`src/rtl/pal_pkg.sv`:
```
// rtl/pal_pkg.sv - shared types, constants and address mirroring for the palette RAM
package pal_pkg;

   typedef enum logic {
      CLEAR = 1'b0,
      READY = 1'b1
   } pal_state_t;

   localparam logic [7:0] GREY_MASK_DEF = 8'h30;

   // Sprite-palette backdrop slots (0x10/14/18/1C) alias the background ones.
   function automatic logic [4:0] map_addr(input logic [4:0] addr);
      logic [4:0] m;
      m = addr;
      if (addr[4] && (addr[1:0] == 2'b00)) begin
         m[4] = 1'b0;
      end
      return m;
   endfunction

endpackage

```
`src/rtl/pal_clear_seq.sv`:
```
// rtl/pal_clear_seq.sv - clear sweep sequencer: walks every entry after reset or clr
module pal_clear_seq
   import pal_pkg::*;
#(
   parameter int ADDR_W = 5
) (
   input  logic              clk,
   input  logic              rst,
   input  logic              clk_en,
   input  logic              clr,
   output logic              busy,
   output logic              clr_we,
   output logic [ADDR_W-1:0] clr_addr
);

   pal_state_t        state;
   pal_state_t        state_nxt;
   logic [ADDR_W-1:0] ptr;
   logic [ADDR_W-1:0] ptr_nxt;

   always_ff @(posedge clk) begin
      if (rst) begin
         state <= CLEAR;
         ptr   <= '0;
      end else if (clk_en) begin
         state <= state_nxt;
         ptr   <= ptr_nxt;
      end
   end

   // A clr edge only rewinds the pointer; the sweep writes start on the next enabled edge.
   always_comb begin
      state_nxt = state;
      ptr_nxt   = ptr;
      busy      = (state == CLEAR);
      clr_we    = (state == CLEAR) && !clr;
      clr_addr  = ptr;
      if (clr) begin
         state_nxt = CLEAR;
         ptr_nxt   = '0;
      end else if (state == CLEAR) begin
         ptr_nxt = ptr + ADDR_W'(1);
         if (ptr == '1) begin
            state_nxt = READY;
         end
      end
   end

endmodule

```
`src/rtl/pal_ram_dp.sv`:
```
// rtl/pal_ram_dp.sv - dual-port PPU palette RAM with mirroring, write-first render path and greyscale
module pal_ram_dp
   import pal_pkg::*;
#(
   parameter int                DATA_W    = 8,
   parameter int                ADDR_W    = 5,
   parameter bit                MIRROR_EN = 1'b1,
   parameter logic [DATA_W-1:0] INIT_VAL  = '0,
   parameter logic [DATA_W-1:0] GREY_MASK = DATA_W'(GREY_MASK_DEF)
) (
   input  logic              clk,
   input  logic              rst,
   input  logic              clk_en,
   input  logic              clr,
   output logic              busy,
   input  logic [ADDR_W-1:0] cpu_addr,
   input  logic              cpu_we,
   input  logic              cpu_re,
   input  logic [DATA_W-1:0] cpu_wdata,
   output logic [DATA_W-1:0] cpu_rdata,
   output logic              cpu_rvalid,
   input  logic [ADDR_W-1:0] rd_addr,
   input  logic              rd_en,
   input  logic              greyscale,
   output logic [DATA_W-1:0] rd_data,
   output logic              rd_valid
);

   localparam int DEPTH = 2 ** ADDR_W;

   logic [DATA_W-1:0] mem [DEPTH];

   logic              clr_we;
   logic [ADDR_W-1:0] clr_addr;
   logic [ADDR_W-1:0] cpu_map;
   logic [ADDR_W-1:0] rd_map;
   logic              serve;
   logic              cpu_wr;
   logic              cpu_rd;
   logic              rnd_rd;
   logic              collide;
   logic              mem_we;
   logic [ADDR_W-1:0] mem_waddr;
   logic [DATA_W-1:0] mem_wdata;
   logic [DATA_W-1:0] rd_word;
   logic [DATA_W-1:0] rd_mask;

   pal_clear_seq #(
      .ADDR_W (ADDR_W)
   ) u_clear_seq (
      .clk      (clk),
      .rst      (rst),
      .clk_en   (clk_en),
      .clr      (clr),
      .busy     (busy),
      .clr_we   (clr_we),
      .clr_addr (clr_addr)
   );

   generate
      if (MIRROR_EN && (ADDR_W >= 5)) begin : g_mirror
         always_comb begin
            cpu_map      = cpu_addr;
            cpu_map[4:0] = map_addr(cpu_addr[4:0]);
            rd_map       = rd_addr;
            rd_map[4:0]  = map_addr(rd_addr[4:0]);
         end
      end else begin : g_flat
         assign cpu_map = cpu_addr;
         assign rd_map  = rd_addr;
      end
   endgenerate

   // Requests are dropped while sweeping and on the edge that (re)starts a sweep.
   assign serve   = !busy && !clr;
   assign cpu_wr  = serve && cpu_we;
   assign cpu_rd  = serve && cpu_re && !cpu_we;
   assign rnd_rd  = serve && rd_en;
   assign collide = cpu_wr && (cpu_map == rd_map);

   assign mem_we    = clr_we || cpu_wr;
   assign mem_waddr = clr_we ? clr_addr : cpu_map;
   assign mem_wdata = clr_we ? INIT_VAL : cpu_wdata;

   assign rd_word = collide ? cpu_wdata : mem[rd_map];
   assign rd_mask = greyscale ? GREY_MASK : '1;

   always_ff @(posedge clk) begin
      if (!rst && clk_en && mem_we) begin
         mem[mem_waddr] <= mem_wdata;
      end
   end

   always_ff @(posedge clk) begin
      if (rst) begin
         cpu_rdata  <= '0;
         cpu_rvalid <= 1'b0;
         rd_data    <= '0;
         rd_valid   <= 1'b0;
      end else if (clk_en) begin
         cpu_rvalid <= cpu_rd;
         rd_valid   <= rnd_rd;
         if (cpu_rd) begin
            cpu_rdata <= mem[cpu_map];
         end
         if (rnd_rd) begin
            rd_data <= rd_word & rd_mask;
         end
      end
   end

endmodule

```
`config.mk`:
```
export PLATFORM = sky130hd
export DESIGN_NAME = pal_ram_dp
export DESIGN_NICKNAME = d
export VERILOG_FILES = /design/src/rtl/pal_pkg.sv /design/src/rtl/pal_clear_seq.sv /design/src/rtl/pal_ram_dp.sv
export SDC_FILE = /design/constraint.sdc
export NUM_CORES = 1
export LEC_CHECK = 0
export ABC_AREA = 1
export BUFFER_PORTS_ARGS = -buffer_cell sky130_fd_sc_hd__buf_2
export CAP_MARGIN = 20
export CORE_MARGIN = 10
export CORE_UTILIZATION = 26
export CTS_CLUSTER_SIZE = 16
export DETAILED_ROUTE_END_ITERATION = 10
export PLACE_DENSITY_LB_ADDON = 0.25
export REMOVE_ABC_BUFFERS = 1
export SYNTH_ARGS = -nofsm -noshare
export SYNTH_HDL_FRONTEND = slang
export SYNTH_SLANG_ARGS = --single-unit
```
`constraint.sdc`:
```
create_clock -name clk -period 2.7 [get_ports clk]
set_input_delay 0.54 -clock clk [delete_from_list [all_inputs] [get_ports clk]]
set_output_delay 0.54 -clock clk [all_outputs]
set_load 0.01 [all_outputs]
```
Word level (Yosys, flattened, before mapping)
Memory sizes are Yosys's and may differ from the RTL's. A register that Yosys moved wholly into a read port is not among the register bits.
Cells that the tools add are included.
Storage, ports and cells
  register bits after elaboration: 16
  RAM bits: 256
  input port bits: 26
  logic and storage cells: 45
  memories kept: 1
Memory list
  mem: depth 32, width 8, rd ports 2, clocked after Yosys merged registers in 1, wr ports 1, line pal_ram_dp.sv:31  | logic [DATA_W-1:0] mem [DEPTH];
Cells by class
  bitwise logic cells: 2
  $add $sub $neg: 1
  multiplexer cells: 13
  reduce and logical (&&, ||, !) cells: 20
  equality and inequality tests: 3
Operators by type and width (number)
  8-bit two-way mux: 3
  5-bit two-way mux: 3
  1-bit logical AND: 11
  8-bit AND: 1
  1-bit two-way mux: 7
  2-bit AND reduction: 3
  5-bit by 1-bit adder with 5-bit output (second input constant): 1
  5-bit equality test: 1
  5-bit equality test (second input constant): 1
  2-bit zero test: 2
  1-bit zero test: 3
  2-bit inequality test (second input constant): 1
  1-bit logical OR: 1
  1-bit NOT: 1

Longest topological paths before layout
Gate-level depths: netlist of run 1.
  word-level depth: 7
  mapped depth: 13

Hierarchy
A second synthesis of run 1 with hierarchy kept.
Unflattened totals
  cells, all modules: 1713
  area total of the unflattened synthesis: 14637.8 um2
By module, submodules not included
  pal_ram_dp: area each 14315.0 um2, instances 1, sequential area each 8047.7 um2, cells an instance 1670
  pal_clear_seq: area each 322.8 um2, instances 1, sequential area each 120.1 um2, cells an instance 43

Worst setup path after synthesis of run 1
No wires, ideal clock.
  kind: input to register
  from: input cpu_addr[1]
  to: memory mem[4][0], enable pin
  data required time: 2330 ps
  setup slack: 449 ps
  buffers on the path: 1
  data arrival time: 1881 ps
  stages on the path: 8
  cells stage by stage: buf_4 o21ai_4 inv_2 o21ai_2 inv_2 nor2_1 nand2_1 nor2_1
On the way
  cells in the longest elaborated chain, start to end: 4
Ends and longest elaborated chain
  start: declaration: line pal_ram_dp.sv:16  | input logic [ADDR_W-1:0] cpu_addr,
  2-bit zero test: line pal_pkg.sv:15  | if (addr[4] && (addr[1:0] == 2'b00)) begin
  1-bit logical AND: line pal_pkg.sv:15
  1-bit two-way mux: line pal_pkg.sv:15
  5-bit two-way mux (*): line pal_ram_dp.sv:82  | assign mem_waddr = clr_we ? clr_addr : cpu_map;
  end: declaration: line pal_ram_dp.sv:31
Mark *: on every way between the ends. The rest lies on a longest branch, timed or not.

Final worst setup path of run 1
  from: register u_clear_seq.state
  to: memory mem[27][6], enable pin
On the way
  cells in the longest elaborated chain, start to end: 6
  elaborated cells between the ends (all ways): 9
  those cells by class: mux: 3; bitwise: 1; reduce/logical: 5
Ends and longest elaborated chain
  start: declaration: line pal_clear_seq.sv:16  | pal_state_t state;
  start signal: assignment: line pal_clear_seq.sv:26  | state <= state_nxt;
  1-bit logical AND / 1-bit NOT (equally long branches): line pal_ram_dp.sv:75, pal_clear_seq.sv:36
  1-bit logical AND, on equally long branches: line pal_ram_dp.sv:76, pal_clear_seq.sv:36
  1-bit logical OR: line pal_ram_dp.sv:81  | assign mem_we = clr_we || cpu_wr;
  1-bit logical AND: line pal_ram_dp.sv:89  | if (!rst && clk_en && mem_we) begin
  1-bit two-way mux: line pal_ram_dp.sv:89
  1-bit two-way mux (not written as such): line pal_ram_dp.sv:90  | mem[mem_waddr] <= mem_wdata;
Several ways; a longest one is shown, not always the timed one.

==> impl_metrics.json, run 1 <==
{
  "status": "finished, final reports clean",
  "worstPathRequired_ns": 2.90,
  "synth_area_leaders": "edfxtp_1 (53%), nand2_1 (10%), nand3_1 (7.2%), o21ai_0 (6.1%), inv_1 (5.3%)",
  "fmax_mhz": 399,
  "r2r_cells": 7,
  "synth_xor_area_share_pct": 0.353,
  "synthAdderAreaFrac_pct": 0.172,
  "grt_max_degree": 69,
  "final_hold_viol_count": 0,
  "die_x_um": 256,
  "first_global_vias": 11603,
  "core_sq_um": 55200,
  "clockBufferDepth": 3,
  "skew_ns": 0.0225,
  "synthTopCellsByCount": "nand2_1 (386), edfxtp_1 (256), nand3_1 (210)",
  "powerDensity_nw_per_um2": 587,
  "max_slew.worst_pin.slew_ns": 0.749,
  "setup_viol": 0,
  "yosysMostFrequentCell": "nand2_1",
  "row_count": 86,
  "final.period_utilization_pct": 92.8,
  "drive_gt1_share_pct": 13.3,
  "reg2reg_from": "u_clear_seq.state$_SDFFE_PP0P_",
  "maxCapViolCount": 0,
  "r2r-end": "mem[27][6]$_DFFE_PP_",
  "routed_wl_um": 52200,
  "io_buffers": 44,
  "crit_slowest_cell": "nor2_1",
  "cts_resized": 0,
  "syn_area_per_cell_sq_um": 8.54,
  "cts_tree": "done",
  "dp.cells": 2486,
  "arrival_ns": 2.70,
  "final_util_pct": 31.0,
  "hold_ws_ns": 0.294,
  "drt-initial-drc-count": 1341,
  "synthCells": 1703,
  "die-area_sq_um": 65800,
  "cts_hold_buf": 0,
  "synth_top_area_share_pct": 52.9,
  "place.gp.congestion": 0.938,
  "areaGrowthSynthToFinish_pct": 17.7,
  "cts.clk_slew.worst_paths_ns": 0.06,
  "synth_mux_area_share_pct": 0,
  "r2r_slack_ns": 0.19,
  "crit_start": "u_clear_seq.state$_SDFFE_PP0P_",
  "slew_viol_final": 0,
  "cts-root-buf": "clkbuf_16",
  "antenna_found_initial": 1,
  "holdCritStartpoint": "cpu_wdata[4]",
  "slowest_delay_ns": 0.57,
  "endpoint_kind": "flop",
  "hp-class": "in2reg",
  "io-pin-count": 45,
  "ant_nets": 0,
  "yosys.area_share.simple_pct": 22.1,
  "cts_max_level": 1,
  "firstDrtPassIters": 5,
  "grt_first_pass_wirelength_um": 77000,
  "routed-via-count": 12312,
  "period_minus_slack_ns": 2.51,
  "yosysTopAreaCell": "edfxtp_1",
  "yosysSeqAreaShare_pct": 56.2,
  "grt.overflow.total": 0,
  "ir_drop_mv": 0.437,
  "clkSinkCount": 280,
  "yosysWarnings": 0,
  "initial_utilization_pct": 26.3,
  "power.total_w": 0.0100,
  "postSynth.asyncResetShare_pct": 0,
  "synth-main-ff-cell": "edfxtp_1",
  "syn_area_sq_um": 14500,
  "worstHoldPathCells": 3,
  "maxSlewHeadroom_pct": 49.9,
  "path_cells": "nand2_1, nor2_1, o21ai_0, nor2_1, nand3_1, buf_4, nor2_1",
  "rsz0062_at_grt": "no",
  "clk_latency_ns": 0.58,
  "tns_ns": 0,
  "synth_top_family_by_area": "simple AND/OR/NAND/NOR gates",
  "drc": 0,
  "antenna_cells": 0,
  "ys_seq_elements": 280,
  "stdcell_count": 2543,
  "place_hpwl_um": 36300,
  "synth-edff-count": 256,
  "synth_cell_type_count": 33,
  "nets": 1799,
  "post-cts-setup-buffer-count": 0,
  "p_leak_nw": 6.98,
  "cts_made_buffers": 31,
  "path_class": "reg2reg",
  "worstHoldEndpoint": "rd_data[4]$_SDFFE_PP0P_",
  "wl_per_cell_um": 20.5,
  "synth_compound_area_share_pct": 12.4,
  "critical_path_peak_fanout": 8,
  "grt_usage_pct": 15.3,
  "die_y_um": 256,
  "startpoint_type": "flop",
  "vias_per_cell": 4.84,
  "cpMostUsedCell": "nor2_1"
}
-- metal layers --
metal | global-route usage (%) | vias to the layer above | share of wire [%]
li1 | - | 5835 | -
met1 | 21.1 | 5894 | 44
met2 | 25.2 | 511 | 47
met3 | 1.58 | 72 | 6.3
met4 | 4.21 | 0 | 2.6
met5 | 0 | - | 0
-- critical path, delay by kind of cell (launching register included) --
kind | cells | cell delay (ns)
and+or+nand+nor | 5 | 1.39
DFF | 1 | 0.43
buffers and inverters | 1 | 0.21
AOI/OAI and AO/OA | 1 | 0.09
-- cells by family (layout without fill, tap and decap cells) --
kind of cell,Yosys count,in the layout
AND/OR/NAND/NOR,754,754
buffers and inverters,319,411
AO/OA/AOI/OAI,343,343
adder cells (fa/ha/maj),2,2
XOR/XNOR,5,5
flip-flops,280,280
-- placed cells by master, fill, tap and decap left out, types with 11 or more instances in the layout --
cell,synthesis,final
edfxtp_1,256,256
nand2_1,386,386
o211ai_1,11,11
dfxtp_1,24,24
clkbuf_16,0,31
o21ai_0,178,178
or2_2,19,19
a21oi_1,127,127
buf_4,5,90
inv_1,204,203
nand3_1,210,210
buf_2,43,42
o21ai_1,12,12
nor2_1,116,108
-- worst max path at each step --
stage          cells after the start  slack [ns]                   end
2_1_floorplan                      5       -0.29   mem[0][0]$_DFFE_PP_
5_1_grt                            7        0.06  mem[27][4]$_DFFE_PP_
3_5_place_dp                       9       -0.07  mem[27][3]$_DFFE_PP_
6_report                           7        0.19  mem[27][6]$_DFFE_PP_
3_3_place_gp                       9      -0.009  mem[30][3]$_DFFE_PP_
4_1_cts                            7        0.19  mem[27][4]$_DFFE_PP_
-- sequential cells by signal (all words and copies together) (netlist names) --
name,cells
rd_valid,1
u_clear_seq.state,1
mem,256
cpu_rdata,8
rd_data,8
cpu_rvalid,1
u_clear_seq.clr_addr,5
-- power by group --
group          switching (W)  internal [W]
logic               0.000759      0.000293
registers         0.00000503       0.00474
clock network        0.00177       0.00248
-- final cells by class --
type                    count  area [sq um]
repair buffers            143          1100
inverters                 211           792
clock inverters            22           220
fillers                  5753         38100
well taps                 748           936
multi-input cells        1104          5100
flip-flops and latches    280          8170
clock buffers              35           791
-- per-stage QoR --
step / setup WS, ns / instance area, sq um
6_report: 0.194 / 17100
5_1_grt: 0.0586 / 17100
4_1_cts: 0.186 / 17100
3_5_place_dp: -0.0739 / 16100
3_3_place_gp: -0.00902 / 16100
2_1_floorplan: -0.289 / 14000
Note: power is estimated with default switching activity, not from simulation.
==> run 2: changes to the inputs <==
--- a/config.mk
+++ b/config.mk
@@ -12,7 +12,7 @@
 export CORE_UTILIZATION = 26
 export CTS_CLUSTER_SIZE = 16
 export DETAILED_ROUTE_END_ITERATION = 10
-export PLACE_DENSITY_LB_ADDON = 0.25
+export PLACE_DENSITY = 0.49
 export REMOVE_ABC_BUFFERS = 1
 export SYNTH_ARGS = -nofsm -noshare
 export SYNTH_HDL_FRONTEND = slang
==> run 2 against run 1 <==
- sequential cell count unchanged
- fmax increased by 18%
- total power increased by 2.0%
- routed wire length fell by 5.2%
- global-route usage fell by 0.93 points
- final cell count unchanged
- largest power group unchanged
- highest routed layer unchanged
==> impl_metrics.json, run 2 (synthesis gave the netlist of run 1 again) <==
{
  "status": "finished, final reports clean",
  "place.gp.congestion": 0.898,
  "multi_input_area_sq_um": 5100,
  "rsz0062_at_grt": "no",
  "arrival_ns": 2.41,
  "hp-class": "in2reg",
  "cts_max_level": 1,
  "core_sq_um": 55200,
  "grt_max_degree": 61,
  "largest_reg_flops": 256,
  "period_minus_slack_ns": 2.12,
  "seqCellArea_sq_um": 8170,
  "setup_viol": 0,
  "powerDensity_nw_per_um2": 596,
  "clkSinkCount": 280,
  "antenna_cells": 0,
  "p_leak_nw": 7.02,
  "cts_made_buffers": 30,
  "drive_gt1_share_pct": 13.5,
  "cts.clk_slew.worst_paths_ns": 0.06,
  "critical_path_peak_fanout": 11,
  "wl_per_cell_um": 19.4,
  "fmax_mhz": 471,
  "die_y_um": 256,
  "skew_ns": 0.0220,
  "routed_wl_um": 49400,
  "nets": 1799,
  "power.total_w": 0.0102,
  "final_hold_viol_count": 0,
  "final_cell_mix": "nand2_1 (386), edfxtp_1 (256), nand3_1 (210)",
  "startpoint_type": "flop",
  "dp.cells": 2487,
  "path_class": "reg2reg",
  "areaGrowthSynthToFinish_pct": 18.2,
  "cts_resized": 0,
  "drt-initial-drc-count": 1147,
  "grt_usage_pct": 14.4,
  "stdcell_count": 2543,
  "top_regs": "mem: 256 flops, cpu_rdata: 8 flops, rd_data: 8 flops",
  "vias_per_cell": 4.80,
  "initial_utilization_pct": 26.3,
  "clockBufferDepth": 3,
  "place_hpwl_um": 34500,
  "maxCapViolCount": 0,
  "cts-root-buf": "clkbuf_16",
  "die_x_um": 256,
  "grt_first_pass_wirelength_um": 73400,
  "grt.overflow.total": 0,
  "firstDrtPassIters": 5,
  "drc": 0,
  "final.period_utilization_pct": 78.7,
  "die-area_sq_um": 65800,
  "maxSlewHeadroom_pct": 61.0,
  "ant_nets": 0,
  "cts_hold_buf": 0,
  "antenna_found_initial": 0,
  "worstPathRequired_ns": 2.99,
  "endpoint_kind": "flop",
  "io-pin-count": 45,
  "clk_latency_ns": 0.58,
  "cts_tree": "done",
  "final_common_cell": "nand2_1",
  "top_register": "mem",
  "io_buffers": 44,
  "slew_viol_final": 0,
  "row_count": 86,
  "max_slew.worst_pin.slew_ns": 0.578,
  "n_fill_cell": 5779,
  "routed-via-count": 12195,
  "ir_drop_mv": 0.408,
  "post-cts-setup-buffer-count": 0,
  "first_global_vias": 11738
}
[run 2: cell count changes in the layout (fill, tap and decap cells not counted)]
cell | previous run | this run
clkinv_8 | 0 | 1
clkinv_2 | 6 | 7
inv_6 | 1 | 0
buf_4 | 90 | 91
clkbuf_1 | 4 | 2
clkinvlp_4 | 4 | 3
clkinv_4 | 1 | 2
bufinv_16 | 4 | 7
clkinv_1 | 7 | 5
clkbuf_16 | 31 | 30
[run 2: through the flow]
stage	setup WS (ns)	TNS (ns)	hold WS, ns	instance area, sq um	utilization, %
2_1_floorplan	-0.289	-36.29	0.448	14000	-
3_3_place_gp	0.301	0	0.456	16100	29.2
3_5_place_dp	0.319	0	0.464	16100	29.2
4_1_cts	0.590	0	0.290	17200	31.1
5_1_grt	0.394	0	0.320	17200	31.1
6_report	0.575	0	0.309	17200	31.1
[run 2: critical path, cell delays in order, from the launching register on]
cell     delay (ns)
dfxtp_1        0.36
nor2_4         0.27
inv_1          0.13
or2_2          0.29
o21ai_0        0.13
nand3_1        0.11
buf_4          0.22
nor2_1         0.14
buf_4          0.20
[run 2: worst paths after layout]
| check | startpoint | to | slack (ns) | cells after the start |
|---|---|---|---|---|
| setup / recovery | u_clear_seq.state$_SDFFE_PP0P_ | mem[1][3]$_DFFE_PP_ | 0.58 | 8 |
| hold / removal | clk_en | u_clear_seq.clr_addr[0]$_SDFFE_PP0P_ | 0.31 | 3 |
| setup reg to reg | u_clear_seq.state$_SDFFE_PP0P_ | mem[1][3]$_DFFE_PP_ | 0.58 | 8 |
| hold reg to reg | cpu_rvalid$_SDFFE_PP0P_ | cpu_rvalid$_SDFFE_PP0P_ | 0.47 | 2 |
[run 2: routing by layer]
layer | up-vias | routed length (um) | GRT usage, %
li1 | 5840 | - | -
met1 | 5851 | 21700 | 18.9
met2 | 400 | 22500 | 23.0
met3 | 104 | 2960 | 2.18
met4 | 0 | 2300 | 6.94
met5 | - | 0 | 0
[run 2: layout make-up]
class	instances	area share, %
clock buffers	32	4.41
clock inverters	24	1.84
inverters	211	4.61
multi-input cells	1104	29.7
flip-flops and latches	280	47.5
well taps	748	5.45
repair buffers	144	6.43
[run 2: report_power, final]
| group | internal [W] | leakage (nW) | total (W) | switching (W) |
|---|---|---|---|---|
| sequential | 0.00474 | 2.54 | 0.00474 | 0.00000475 |
| clock | 0.00271 | 0.520 | 0.00448 | 0.00178 |
| combinational | 0.000294 | 3.96 | 0.00102 | 0.000728 |
| total | 0.00774 | 7.02 | 0.0102 | 0.00251 |
==> run 3: changes to the inputs <==
--- a/config.mk
+++ b/config.mk
@@ -12,7 +12,7 @@
 export CORE_UTILIZATION = 26
 export CTS_CLUSTER_SIZE = 16
 export DETAILED_ROUTE_END_ITERATION = 10
-export PLACE_DENSITY = 0.49
+export PLACE_DENSITY = 0.5
 export REMOVE_ABC_BUFFERS = 1
 export SYNTH_ARGS = -nofsm -noshare
 export SYNTH_HDL_FRONTEND = slang
==> constraint.sdc (replaced) <==
create_clock -name clk -period 1.8 [get_ports clk]
set_input_delay 0.36 -clock clk [delete_from_list [all_inputs] [get_ports clk]]
set_output_delay 0.36 -clock clk [all_outputs]
set_load 0.01 [all_outputs]
==> run 3 against run 2 <==
- the flow now finishes with violations (setup timing)
- sequential power increased by 50%
- sequential cell count did not move
- final cell count grew 2.4%
- clock skew down 0.0078 ns
- global-route usage up 0.41 points
- clock power rose by 55%
- fmax grew 15%
- sequential share of layout area is 3.3 points lower
- first-iteration DRC count rose by 8.0%
- die area is the same
- highest routed layer unchanged
==> impl_metrics.json, run 3 (synthesis gave the netlist of run 1 again) <==
{
  "final.period_utilization_pct": 103,
  "endpoint_kind": "flop",
  "p_switching_w": 0.00397,
  "ir_drop_mv": 0.771,
  "row_count": 86,
  "die_x_um": 256,
  "nets": 1858,
  "core_sq_um": 55200,
  "cts_tree": "done",
  "cts_max_level": 1,
  "routed_wl_um": 50900,
  "clockBufferDepth": 3,
  "violations": "setup timing",
  "drc": 0,
  "critical_path_peak_fanout": 8,
  "grt_first_pass_wirelength_um": 75300,
  "grt.overflow.total": 0,
  "final_hold_viol_count": 0,
  "slew_viol_final": 0,
  "hold_ws_ns": 0.0891,
  "cts_made_buffers": 31,
  "initial_utilization_pct": 26.3,
  "cts_hold_buf": 0,
  "ant_nets": 0,
  "arrival_ns": 2.14,
  "swShare_pct": 25.0,
  "startpoint_type": "flop",
  "final_common_cell": "nand2_1",
  "die-area_sq_um": 65800,
  "timing.final.ws_setup_ns": -0.0483,
  "path_delay_family": "simple AND/OR/NAND/NOR gates",
  "io-pin-count": 45,
  "cts-root-buf": "clkbuf_16",
  "largest_reg_flops": 256,
  "drive_gt1_share_pct": 19.8,
  "crit_slowest_cell": "dfxtp_4",
  "rsz0062_at_grt": "yes",
  "maxCapViolCount": 0,
  "clkSinkCount": 280,
  "skew_ns": 0.0143,
  "worstPathRequired_ns": 2.09,
  "final_util_pct": 33.5,
  "status": "finished with violations",
  "vias_per_cell": 4.81,
  "hp-class": "in2reg",
  "powerDensity_nw_per_um2": 859,
  "path_cells": "nor2_4, inv_2, or2_1, o21ai_2, inv_2, nor2_4, nand2_4, nor2_1, buf_4",
  "fmax_mhz": 541,
  "antenna_found_initial": 0,
  "grt_max_degree": 57,
  "place.gp.congestion": 0.911,
  "grt_usage_pct": 14.8,
  "max_slew.worst_pin.slew_ns": 0.417,
  "io_buffers": 44,
  "cp.buffers_inverters": 3,
  "final_cell_mix": "nand2_1 (377), edfxtp_1 (256), inv_1 (199)",
  "period_minus_slack_ns": 1.85,
  "die_y_um": 256,
  "areaGrowthSynthToFinish_pct": 27.1,
  "combPwrFrac_pct": 11.4,
  "maxSlewHeadroom_pct": 71.9,
  "p_leak_nw": 7.55,
  "drt-initial-drc-count": 1239,
  "setup_viol": 116,
  "clk_latency_ns": 0.59,
  "place_hpwl_um": 35600,
  "cts.clk_slew.worst_paths_ns": 0.07,
  "first_global_vias": 12178,
  "top_register": "mem",
  "path_class": "reg2reg",
  "wl_per_cell_um": 19.5,
  "top_regs": "mem: 256 flops, cpu_rdata: 8 flops, rd_data: 8 flops",
  "firstDrtPassIters": 5,
  "routed-via-count": 12533,
  "clkPwrFrac_pct": 43.8,
  "intPower_w": 0.0119,
  "seq_power_share_pct": 44.8,
  "slowest_delay_ns": 0.36
}
[run 3: repair_timing]
| item | 4_1_cts | 5_1_grt |
|---|---|---|
| buffers inserted | 3 | 3 |
| pin swaps | 12 | 10 |
| resized for setup | 78 | 67 |
| endpoints found under the setup margin | 263 | 264 |
[run 3: path summary, 6_finish.rpt]
kind | startpoint | end | slack [ns] | depth (start not counted)
worst max-delay path | u_clear_seq.state$_SDFFE_PP0P_ | mem[7][5]$_DFFE_PP_ | -0.05 | 9
worst min-delay path | cpu_wdata[5] | rd_data[5]$_SDFFE_PP0P_ | 0.09 | 3
worst max register to register | u_clear_seq.state$_SDFFE_PP0P_ | mem[7][5]$_DFFE_PP_ | -0.05 | 9
worst min register to register | rd_valid$_SDFFE_PP0P_ | rd_valid$_SDFFE_PP0P_ | 0.47 | 2
[run 3: tightest hold or removal path: cells and delay by family]
family / cells / cell delay (ns)
buf+inv: 1 / 0.09
compound gates: 2 / 0.18
[run 3: through the flow]
stage               instances  total power, W  setup slack (ns)  setup TNS [ns]  instance area (sq um)
finish                   2604          0.0159           -0.0483           -2.80                  18500
global route             2603          0.0164            -0.133          -19.32                  18500
CTS                      2602          0.0159           -0.0154          -0.316                  18200
detailed placement       2541         0.00894            -0.387          -81.10                  16800
global placement         2541         0.00894            -0.398          -83.74                  16800
floorplan                1595         0.00793             -1.01         -210.80                  14000
[run 3: power by group through the flow]
stage          clock network [W]  logic [W]  registers [W]
2_1_floorplan                  0   0.000683        0.00725
3_3_place_gp                   0    0.00169        0.00725
3_5_place_dp                   0    0.00169        0.00725
4_1_cts                  0.00706    0.00174        0.00711
5_1_grt                  0.00733    0.00194        0.00711
6_report                 0.00695    0.00180        0.00711
[run 3: routing by layer]
metal	share of wire, %	vias to the layer above	global-route usage, %
li1	-	5968	-
met1	44	6012	19.3
met2	47	463	25.1
met3	6.0	90	1.90
met4	3.2	0	4.95
met5	0	-	0
[run 3: area by class of cell]
type / instances / area (sq um)
multi-input cells: 1104 / 5470
clock buffers: 32 / 779
inverters: 211 / 795
diodes: 1 / 2.50
repair buffers: 202 / 1980
well taps: 748 / 936
flip-flops and latches: 280 / 8170
fillers: 5651 / 36700
clock inverters: 26 / 342
